### src/rtl/alu_issue_stage_pkg.sv
// rtl/alu_issue_stage_pkg.sv - ALU op codes, RV32I opcode/funct7 constants and the ALU command type
package alu_issue_stage_pkg;

  localparam logic [3:0] ALU_ADD  = 4'd0;
  localparam logic [3:0] ALU_SUB  = 4'd1;
  localparam logic [3:0] ALU_SLL  = 4'd2;
  localparam logic [3:0] ALU_SLT  = 4'd3;
  localparam logic [3:0] ALU_SLTU = 4'd4;
  localparam logic [3:0] ALU_XOR  = 4'd5;
  localparam logic [3:0] ALU_SRL  = 4'd6;
  localparam logic [3:0] ALU_SRA  = 4'd7;
  localparam logic [3:0] ALU_OR   = 4'd8;
  localparam logic [3:0] ALU_AND  = 4'd9;

  localparam logic [6:0] OPC_OP    = 7'b0110011;
  localparam logic [6:0] OPC_OPIMM = 7'b0010011;
  localparam logic [6:0] OPC_LUI   = 7'b0110111;
  localparam logic [6:0] OPC_AUIPC = 7'b0010111;

  localparam logic [6:0] F7_BASE = 7'b0000000;
  localparam logic [6:0] F7_ALT  = 7'b0100000;

  typedef struct packed {
    logic [31:0] a;
    logic [31:0] b;
    logic [3:0]  op;
    logic [4:0]  rd;
    logic        rd_we;
    logic        illegal;
  } alu_cmd_t;

  // Occupancy encoded as {skid_valid, out_valid}
  typedef enum logic [1:0] {
    ST_EMPTY = 2'b00,
    ST_ONE   = 2'b01,
    ST_TWO   = 2'b11
  } skid_state_e;

  // alt selects SUB for f3=000 and SRA for f3=101
  function automatic logic [3:0] f3_to_op(input logic [2:0] f3, input logic alt);
    logic [3:0] op;
    case (f3)
      3'b000:  op = alt ? ALU_SUB : ALU_ADD;
      3'b001:  op = ALU_SLL;
      3'b010:  op = ALU_SLT;
      3'b011:  op = ALU_SLTU;
      3'b100:  op = ALU_XOR;
      3'b101:  op = alt ? ALU_SRA : ALU_SRL;
      3'b110:  op = ALU_OR;
      default: op = ALU_AND;
    endcase
    return op;
  endfunction

endpackage

### src/rtl/alu_cmd_decode.sv
// rtl/alu_cmd_decode.sv - combinational RV32I OP/OP-IMM/LUI/AUIPC decode into an ALU command
module alu_cmd_decode
  import alu_issue_stage_pkg::*;
(
  input  logic [31:0] instr,
  input  logic [31:0] pc,
  input  logic [31:0] rs1_data,
  input  logic [31:0] rs2_data,
  output alu_cmd_t    cmd
);

  logic [6:0]  opcode;
  logic [2:0]  f3;
  logic [6:0]  f7;
  logic [31:0] imm_i;
  logic [31:0] imm_u;
  logic [31:0] dec_a;
  logic [31:0] dec_b;
  logic [3:0]  dec_op;
  logic        dec_legal;

  assign opcode = instr[6:0];
  assign f3     = instr[14:12];
  assign f7     = instr[31:25];
  assign imm_i  = {{20{instr[31]}}, instr[31:20]};
  assign imm_u  = {instr[31:12], 12'b0};

  always_comb begin
    dec_a     = '0;
    dec_b     = '0;
    dec_op    = ALU_ADD;
    dec_legal = 1'b0;
    case (opcode)
      OPC_OP: begin
        dec_a     = rs1_data;
        dec_b     = rs2_data;
        dec_op    = f3_to_op(f3, f7 == F7_ALT);
        dec_legal = (f7 == F7_BASE) ||
                    ((f7 == F7_ALT) && ((f3 == 3'b000) || (f3 == 3'b101)));
      end
      OPC_OPIMM: begin
        dec_a     = rs1_data;
        dec_b     = imm_i;
        dec_op    = f3_to_op(f3, 1'b0);
        dec_legal = 1'b1;
        // Shift-immediates reuse the top imm bits as funct7
        if (f3 == 3'b001) begin
          dec_b     = {27'b0, instr[24:20]};
          dec_legal = (f7 == F7_BASE);
        end else if (f3 == 3'b101) begin
          dec_b     = {27'b0, instr[24:20]};
          dec_op    = f3_to_op(f3, f7 == F7_ALT);
          dec_legal = (f7 == F7_BASE) || (f7 == F7_ALT);
        end
      end
      OPC_LUI: begin
        dec_b     = imm_u;
        dec_legal = 1'b1;
      end
      OPC_AUIPC: begin
        dec_a     = pc;
        dec_b     = imm_u;
        dec_legal = 1'b1;
      end
      default: dec_legal = 1'b0;
    endcase
  end

  always_comb begin
    cmd.rd      = instr[11:7];
    cmd.illegal = !dec_legal;
    cmd.a       = dec_legal ? dec_a : '0;
    cmd.b       = dec_legal ? dec_b : '0;
    cmd.op      = dec_legal ? dec_op : ALU_ADD;
    cmd.rd_we   = dec_legal && (instr[11:7] != 5'd0);
  end

endmodule

### src/rtl/alu_issue_stage.sv
// rtl/alu_issue_stage.sv - issue stage: decode into a 2-entry skid buffer feeding the ALU
module alu_issue_stage
  import alu_issue_stage_pkg::*;
#(
  parameter int XLEN        = 32,
  parameter bit RESET_PC_OK = 1'b1
) (
  input  logic            clk,
  input  logic            rst,
  input  logic            flush,
  input  logic            in_valid,
  output logic            in_ready,
  input  logic [XLEN-1:0] instr,
  input  logic [XLEN-1:0] pc,
  input  logic [XLEN-1:0] rs1_data,
  input  logic [XLEN-1:0] rs2_data,
  output logic            out_valid,
  input  logic            out_ready,
  output logic [XLEN-1:0] alu_a,
  output logic [XLEN-1:0] alu_b,
  output logic [3:0]      alu_op,
  output logic [4:0]      rd,
  output logic            rd_we,
  output logic            illegal
);

  alu_cmd_t    dec_cmd;
  alu_cmd_t    main_q, main_d;
  alu_cmd_t    skid_q, skid_d;
  logic        out_valid_q, out_valid_d;
  logic        skid_valid_q, skid_valid_d;
  logic        accept;
  logic        emit;
  skid_state_e state;

  alu_cmd_decode u_decode (
    .instr    (instr),
    .pc       (pc),
    .rs1_data (rs1_data),
    .rs2_data (rs2_data),
    .cmd      (dec_cmd)
  );

  // Status bits always clear; payload clears only when RESET_PC_OK is set
  function automatic alu_cmd_t reset_cmd(input alu_cmd_t c);
    alu_cmd_t r;
    r         = c;
    r.rd_we   = 1'b0;
    r.illegal = 1'b0;
    if (RESET_PC_OK) begin
      r.a  = '0;
      r.b  = '0;
      r.op = ALU_ADD;
      r.rd = '0;
    end
    return r;
  endfunction

  assign in_ready = !skid_valid_q;
  assign accept   = in_valid && !skid_valid_q;
  assign emit     = out_valid_q && out_ready;
  assign state    = skid_state_e'({skid_valid_q, out_valid_q});

  always_comb begin
    main_d       = main_q;
    skid_d       = skid_q;
    out_valid_d  = out_valid_q;
    skid_valid_d = skid_valid_q;
    if (flush) begin
      out_valid_d  = 1'b0;
      skid_valid_d = 1'b0;
    end else begin
      case (state)
        ST_EMPTY: begin
          if (accept) begin
            main_d      = dec_cmd;
            out_valid_d = 1'b1;
          end
        end
        ST_ONE: begin
          if (accept && emit) begin
            main_d = dec_cmd;
          end else if (accept) begin
            skid_d       = dec_cmd;
            skid_valid_d = 1'b1;
          end else if (emit) begin
            out_valid_d = 1'b0;
          end
        end
        ST_TWO: begin
          if (emit) begin
            main_d       = skid_q;
            skid_valid_d = 1'b0;
          end
        end
        default: begin
          out_valid_d  = 1'b0;
          skid_valid_d = 1'b0;
        end
      endcase
    end
  end

  always_ff @(posedge clk) begin
    if (rst) begin
      out_valid_q  <= 1'b0;
      skid_valid_q <= 1'b0;
      main_q       <= reset_cmd(main_q);
      skid_q       <= reset_cmd(skid_q);
    end else begin
      out_valid_q  <= out_valid_d;
      skid_valid_q <= skid_valid_d;
      main_q       <= main_d;
      skid_q       <= skid_d;
    end
  end

  assign out_valid = out_valid_q;
  assign alu_a     = main_q.a;
  assign alu_b     = main_q.b;
  assign alu_op    = main_q.op;
  assign rd        = main_q.rd;
  assign rd_we     = main_q.rd_we;
  assign illegal   = main_q.illegal;

endmodule

### config.mk
export PLATFORM = sky130hd
export DESIGN_NAME = alu_issue_stage
export DESIGN_NICKNAME = d
export VERILOG_FILES = /design/src/rtl/alu_issue_stage_pkg.sv /design/src/rtl/alu_cmd_decode.sv /design/src/rtl/alu_issue_stage.sv
export SDC_FILE = /design/constraint.sdc
export NUM_CORES = 1
export LEC_CHECK = 0
export CAP_MARGIN = 20
export CORE_UTILIZATION = 30
export CTS_CLUSTER_DIAMETER = 100
export CTS_CLUSTER_SIZE = 8
export DETAILED_ROUTE_END_ITERATION = 6
export GPL_ROUTABILITY_DRIVEN = 1
export GPL_TIMING_DRIVEN = 1
export PLACE_DENSITY = 0.6
export SLEW_MARGIN = 10
export SYNTH_ARGS = -nofsm -noshare
export SYNTH_HDL_FRONTEND = slang
export SYNTH_HIERARCHICAL = 1
export SYNTH_SLANG_ARGS = --single-unit
### constraint.sdc
create_clock -name clk -period 2.45 [get_ports clk]
set_input_delay 0.49 -clock clk [delete_from_list [all_inputs] [get_ports clk]]
set_output_delay 0.49 -clock clk [all_outputs]
set_load 0.05 [all_outputs]
# Word-level counts from Yosys, hierarchy flattened
# Cells that the tools add are included.
# totals
register_bits,152
in_bits,133
word_cells,88
# op_classes
n_eq_ne,20
n_mux,28
bitwise,4
n_reduce_logical,22
# ops
operator,n
75-bit two-way mux,3
75-bit case mux with 3 select lines,1
32-bit two-way mux,4
32-bit case mux with 3 select lines,1
32-bit case mux with 2 select lines,1
4-bit case mux with 7 select lines,1
4-bit case mux with 6 select lines,1
"7-bit by 6-bit == test with 1-bit output, second input constant",3
"7-bit by 5-bit == test with 1-bit output, second input constant",2
"2-bit != test, second input constant",7
4-bit two-way mux,3
5-bit AND reduction,2
"3-bit == test, second input constant",3
1-bit two-way mux,9
1-bit case mux with 3 select lines,3
4-bit case mux with 2 select lines,1
4-bit AND reduction,2
7-bit zero test,1
"3-bit by 2-bit == test with 1-bit output, second input constant",2
2-bit OR reduction,3
1-bit logical AND,5
5-bit nonzero test,1
1-bit inverter,4
"3-bit by 1-bit == test with 1-bit output, second input constant",1
7 further kinds,10

# Logic depth before layout (Yosys ltp)
# logic_depth
depth_word,8
mapped_depth,9
mapped_depth_nobuf,6

# Cells and area by module
# The synthesis kept the hierarchy.
# modules_own_cells
mod,n_inst,cells_per_inst,area_each_um2,seq_area_each_um2
alu_issue_stage,1,799,6871.6,3042.9
alu_cmd_decode,1,265,1764.2,0.0

# Least setup slack after synthesis
# No wires, ideal clock.
# synth_timing
path_type,input port to flip-flop
start,input port instr[25]
end,"register main_q, in the netlist alu_b[11]"
setup_ns,0.088
t_arrival_ns,2.260
t_required_ns,2.362
slack_ns,0.102
path_stages,7
path_buffers,1
cell_sequence,or4_4 -> o41ai_2 -> o31ai_1 -> buf_6 -> nor4_1 -> nand2_1 -> a311oi_2
# synth_rtl
element,line,rtl
start: declaration,alu_issue_stage.sv:13,"input logic [XLEN-1:0] instr,"
end signal: assignment,alu_issue_stage.sv:108,main_q <= reset_cmd(main_q);
end signal: assignment,alu_issue_stage.sv:113,main_q <= main_d;
end: declaration,alu_issue_stage.sv:28,"alu_cmd_t main_q, main_d;"

==> reports/summary.md <==
### Pwr
* **Power, Total** 6960 uW
* **PD cells** 561 nW/um^2
* **worst-case vdd ir drop** 0.455 mV
* **P_leak** 0.00375 uW

### Route
* **Detailed Route Iter0 Violations** 993
* **Detailed Route WL** 32300 um
* **iteration count of the initial detailed-routing pass** 5
* **DR WL/cell** 19.9 um
* **drc violations** 0
* **Vias/cell** 5.68
* **DRT antenna net count** 0
* **total via count after detailed routing** 9217

### Setup path
* **category of the worst setup path capture point** flop
* **setup slack on the worst flop-to-flop path** 0.48 ns
* **dominant delay contributor by cell family on the critical path** buffers and inverters
* **required arrival time at the worst endpoint** 2.78 ns
* **CP Cell Sequence** clkdlybuf4s50_1 > nor2b_1 > buf_4 > a22oi_1 > a211oi_4 > nand2_1 > a311oi_1
* **critical path startpoint category** primary input
* **Data arrival, critical path** 2.70 ns
* **delay of the slowest cell on the worst path** 0.68 ns
* **sum of buffers and inverters on the critical path** 2
* **cell with the largest stage delay on the worst path** sky130_fd_sc_hd__clkdlybuf4s50_1
* **category of the critical setup timing path** in2reg
* **critical-path maximum fanout** 20

### Clock tree
* **cell at the root of the clock tree** sky130_fd_sc_hd__clkbuf_16
* **CTS hold repair buffers** 0
* **buffer depth of the longest clock path** 2
* **clock insertion delay at the later pin of the skew report** 0.43 ns
* **TritonCTS clock tree** done
* **number of H-tree branching levels** 4
* **CTS sink cnt** 152
* **Inserted Clock Buffers** 17
* **clock-pin transition on the worst setup and hold timing paths** 0.06 ns

### Hold path
* **Tightest Hold Check Type** in2reg

### Finish
* **fraction of layout instances using a drive strength above 1** 20.1%
* **nets@finish** 1366
* **FILL cells** 2812
* **end-of-flow core utilization** 44.2%
* **diode count** 0
* **Layout Area Growth over Synthesis** 43.7%

### Logic synthesis
* **cells after synthesis** 1064
* **number of distinct library cells after synthesis** 42
* **number of warnings reported in the yosys synthesis log** 6
* **Post-Syn Nets** 1197
* **number of flops mapped to enable cells by yosys** 0
* **most frequent cells after synthesis** sky130_fd_sc_hd__nand3_1, sky130_fd_sc_hd__dfxtp_1, sky130_fd_sc_hd__a21oi_1
* **share of the synthesized area in the top cell type** 35.2%
* **post-synthesis sequential area ratio** 35.2%
* **area of the mapped netlist** 8640 um^2
* **Synth Flop Type** sky130_fd_sc_hd__dfxtp_1
* **cell taking the most area after synthesis** sky130_fd_sc_hd__dfxtp_1
* **largest cells by area after synthesis** sky130_fd_sc_hd__dfxtp_1, sky130_fd_sc_hd__nand3_1, sky130_fd_sc_hd__a311oi_2
* **flops & latches, synth** 152
* **average footprint of a synthesized cell** 8.12 um^2
* **cell with the most instances after synthesis** sky130_fd_sc_hd__nand3_1
* **FFs w/ async S/R, synth** 0%

### Timing
* **Hold Violations, Final** 0
* **minimum hold slack** 0.415 ns
* **Setup Skew** 0.00689 ns
* **Relative slew margins** 58.5%
* **achievable clock frequency** 422 MHz
* **number of pins with negative max-slew slack in the final report** 0
* **Setup-failing EPs final** 0
* **final critical delay including setup and external delays** 2.37 ns
* **setup repair after global routing missed its margin** false
* **post-route clock period utilization** 96.6%
* **slew at the pin closest to its max-slew limit** 0.620 ns

### Run status
* **run status** completed

### Global routing
* **largest net degree at the start of global routing** 76
* **vias in the first global route** 8701
* **Global Route Usage Sum** 21.7%
* **wire length of the first global-routing pass** 49400 um
* **antenna violations before repair** 0
* **total grt overflow** 0

### Die
* **Die H** 172 um
* **starting density of the core** 30.7%
* **Std-Cell Rows** 61
* **die boundary width** 172 um
* **die footprint** 29500 um^2
* **number of primary I/O pins** 210
* **area of the core** 28100 um^2

### Placed design
* **number of buffer cells added on primary ports** 209
* **HPWL after detailed placement** 20000 um
* **Final Wtd Congestion** 0.855

### Job
* **count of maximum capacitance violations** 0

==> per-stage QoR <==
step | area (um^2) | instances | TNS [ns] | setup WS [ns]
after floorplan | 8640 | 1064 | 0 | 0.102
after global placement | 11300 | 1578 | -56.52 | -0.651
after detailed placement | 11300 | 1578 | -61.38 | -0.664
after CTS | 12400 | 1622 | 0 | 0.0655
after global routing | 12400 | 1623 | 0 | 0.00214
final | 12400 | 1623 | 0 | 0.0825
==> path summary, 6_finish.rpt <==
kind	from	to	cells after the start
max reg2reg	skid_valid_q$_SDFFE_PP0P_	alu_b[24]$_SDFFE_PP0P_	5
min	rst	skid_q[64]$_SDFFE_PP0P_	2
max	instr[5]	alu_b[24]$_SDFFE_PP0P_	7
min reg2reg	skid_q[5]$_SDFFE_PP0P_	skid_q[5]$_SDFFE_PP0P_	2
==> per-layer routing <==
layer	vias to the layer above	wire (um)	track usage, %
met1	4450	14300	29.4
li1	4326	-	-
met3	43	2190	4.72
met5	-	0	0
met2	398	15100	34.5
met4	0	671	6.29
==> power by group <==
part / switching (uW) / internal [uW]
Clock: 1090 / 1870
Sequential: 52.6 / 2550
Combinational: 830 / 577
==> flip-flops by register name, summed over array words and instances, names as in the netlist <==
name          flops
skid_valid_q      1
alu_b            32
alu_op            4
rd_we             1
alu_a            32
illegal           1
out_valid         1
rd                5
skid_q           75
==> what timing repair did <==
action                                  4_1_cts  5_1_grt
endpoints found under the hold margin         0        0
setup buffers                                 7        1
gates cloned                                  6        0
endpoints found under the setup margin       72       18
resized for setup                            37        9
pin swaps                                    20        9
==> layout by cell type (no fill, tap or decap), drive strengths merged, types with 2 or more instances in the layout <==
cell	instances
clkdlybuf4s50	201
nand3	153
dfxtp	152
a21oi	122
nand2	97
buf	88
o21ai	86
a31oi	75
a311oi	75
nor2b	36
nor3	36
a211oi	21
a22oi	20
clkbuf	20
nand2b	11
mux2	6
nor2	5
bufinv	5
dlygate4sd2	4
inv	4
clkinv	4
nor4	3
o31ai	2
a21boi	2
or4	2
==> cells by family after synthesis <==
logic type                after synthesis  synth area share, %
and+or+nand+nor                       351                 21.9
xor gates and xnor gates                2                0.203
AOI/OAI and AO/OA                     403                 33.3
muxes                                   7                0.898
buffers and inverters                 149                 8.45
DFF                                   152                 35.2
==> layout make-up <==
cell class                 count  area [um^2]  share of cell area [%]
timing repair buffer         294         3040                    24.5
tap                          378          473                    3.81
multi-input combinational    765         5180                    41.7
inverter                       3         11.3                  0.0907
sequential                   152         3050                    24.6
clock buffer                  20          458                    3.69
clock inverter                11          194                    1.56
Power figures use the tool's default switching activity.
==> RTL change (config.mk and constraints unchanged) <==
`RESET_PC_OK`: 1'b1 -> 1'b0.
--- a/src/rtl/alu_issue_stage.sv
+++ b/src/rtl/alu_issue_stage.sv
@@ -3,7 +3,7 @@
   import alu_issue_stage_pkg::*;
 #(
   parameter int XLEN        = 32,
-  parameter bit RESET_PC_OK = 1'b1
+  parameter bit RESET_PC_OK = 1'b0
 ) (
   input  logic            clk,
   input  logic            rst,
Formal check against the unedited RTL: not equivalent (Yosys sat finds a counterexample within 4 cycles, from zero or initial values and one cycle with rst high).
==> RTL change against the original RTL <==
Core utilization up 2.8 points; synthesized area fell by 14%; first-iteration DRC count down 71%; wire length is 36% lower; design area is 8.3% lower; power is 8.6% lower; largest power group is now sequential cells; clock skew rose by 2.5 ps; worst setup slack got worse by 30 ps; maximum frequency is 1.3% lower; largest cell class is now flip-flops and latches; sequential cell count is the same.
==> RTL change: results (changes against the original RTL) <==
| Metric | Value |
|---|---|
| Status | finished clean |
| Hold path start | skid_q[1]$_SDFFE_PP0P_ |
| Reg-to-Reg End | alu_b[16]$_DFFE_PP_ |
| Arrival time worst endpoint | 2690 ps (about the same) |
| Crit path from | instr[28] |
| Distinct cells, synth | 43 (+2.4%) |
| VDD IR max | 0.341 mV (-25%) |
| Reg2Reg Depth | 3 (-2) |
| Via/cell ratio | 4.75 (-16%) |
| Worst r2r src | skid_valid_q$_SDFFE_PN0P_ |
| First-pass DRT Iterations | 6 (+1) |
| EDFF count, synth | 146 (+146) |
| Vias in the first global route | 5785 (-34%) |
| Post-Syn Nets | 667 (-44%) |
| Top cells by count, synth | edfxtp_1 (146), mux2_2 (79), a21oi_1 (49), nor2b_1 (38), nor3_2 (30) |
| Fin nets | 930 (-32%) |
| CP Max Fanout | 5 (-75%) |
| Largest stage delay on the critical path | 570 ps (-110 ps) |
| Hold EP | skid_q[1]$_SDFFE_PP0P_ |
| Register area share after synthesis | 0.609 (+0.256) |
| Seq pwr | 2.90 mW (+12%) |
| Crit-path slowest cell | or4_4 |
| Dpl hpwl | 14.3 mm (-28%) |
| Post-CTS Resized | 38 (+2.7%) |
| Largest net degree at the start of global routing | 42 (-45%) |
| P_comb | 0.850 mW (-40%) |
| Slew headroom | 0.620 (+0.0351) |
| Top post-synthesis cells by area | edfxtp_1 (59%), mux2_2 (12%), nor3_2 (4.1%), a21oi_1 (3.3%), nor2b_1 (3.2%) |
| Initial antenna violation count | 3 (+3) |
| Leakage | 3.78 nW (+0.83%) |
| Clock Skew | 9.35 ps (+2.46 ps) |
| Hold Crit Class | register to register |
| First-pass GRT wire length | 32.6 mm (-34%) |
| Total setup buffers inserted after CTS | 8 (+1) |
| Flop2flop setup slack | 630 ps (+150 ps) |
| Ratio of cells with drive above 1 in the final layout | 0.325 (+0.125) |
| Total Routing Usage GR | 0.166 (-0.0511) |
| Sw frac | 0.235 (-0.0477) |
[RTL change: worst max path at each step]
stage,slack (ps),cells past startpoint,to
global placement,-580,7,alu_a[22]$_DFFE_PP_
detailed placement,-590,9,rd_we$_SDFFE_PP0P_
global route,10,8,alu_b[25]$_DFFE_PP_
finish,50,10,alu_b[30]$_DFFE_PP_
floorplan,-1070,3,alu_a[0]$_DFFE_PP_
CTS,-1,10,alu_a[9]$_DFFE_PP_
[RTL change: critical path, delay by kind of cell]
kind,cells,cell delay [ps]
buffers and inverters,5,840
AO/OA/AOI/OAI,3,590
AND/OR/NAND/NOR,1,570
multiplexers,1,180
[RTL change: cell type report]
type                    count  area (µm²)  area share
diodes                      2        5.00    0.000439
clock buffers              18         429      0.0377
clock inverters            12         155      0.0136
inverters                   3        11.3    0.000989
multi-input cells         331        2900       0.255
flip-flops and latches    152        4510       0.396
well taps                 324         405      0.0356
repair buffers            292        2980       0.261
[RTL change: logic make-up after synthesis]
kind of cell	count (synthesis)	synth area share
compound gates	113	0.102
xor+xnor	2	0.00237
buf+inv	52	0.0435
flops	152	0.609
mux	80	0.122
simple gates	135	0.122
[RTL change: through the flow]
stage          setup slack, ps  cells  hold slack, ps  area, µm²  utilization
6_report                  52.3   1134             498      11400        0.470
5_1_grt                   12.9   1133             515      11400        0.470
4_1_cts                  -1.02   1128             494      11200        0.464
3_5_place_dp              -589   1088             476      10300        0.426
3_3_place_gp              -579   1088             471      10300        0.426
2_1_floorplan            -1070    534             453       7450            -
[RTL change: metal layers]
metal / GRT usage / vias to the layer above / routed length, µm
met1: 0.210 / 2655 / 9020
met4: 0.0490 / 2 / 266
met5: 0 / - / 14
met3: 0.0461 / 16 / 1210
met2: 0.277 / 152 / 10300
li1: - / 2565 / -
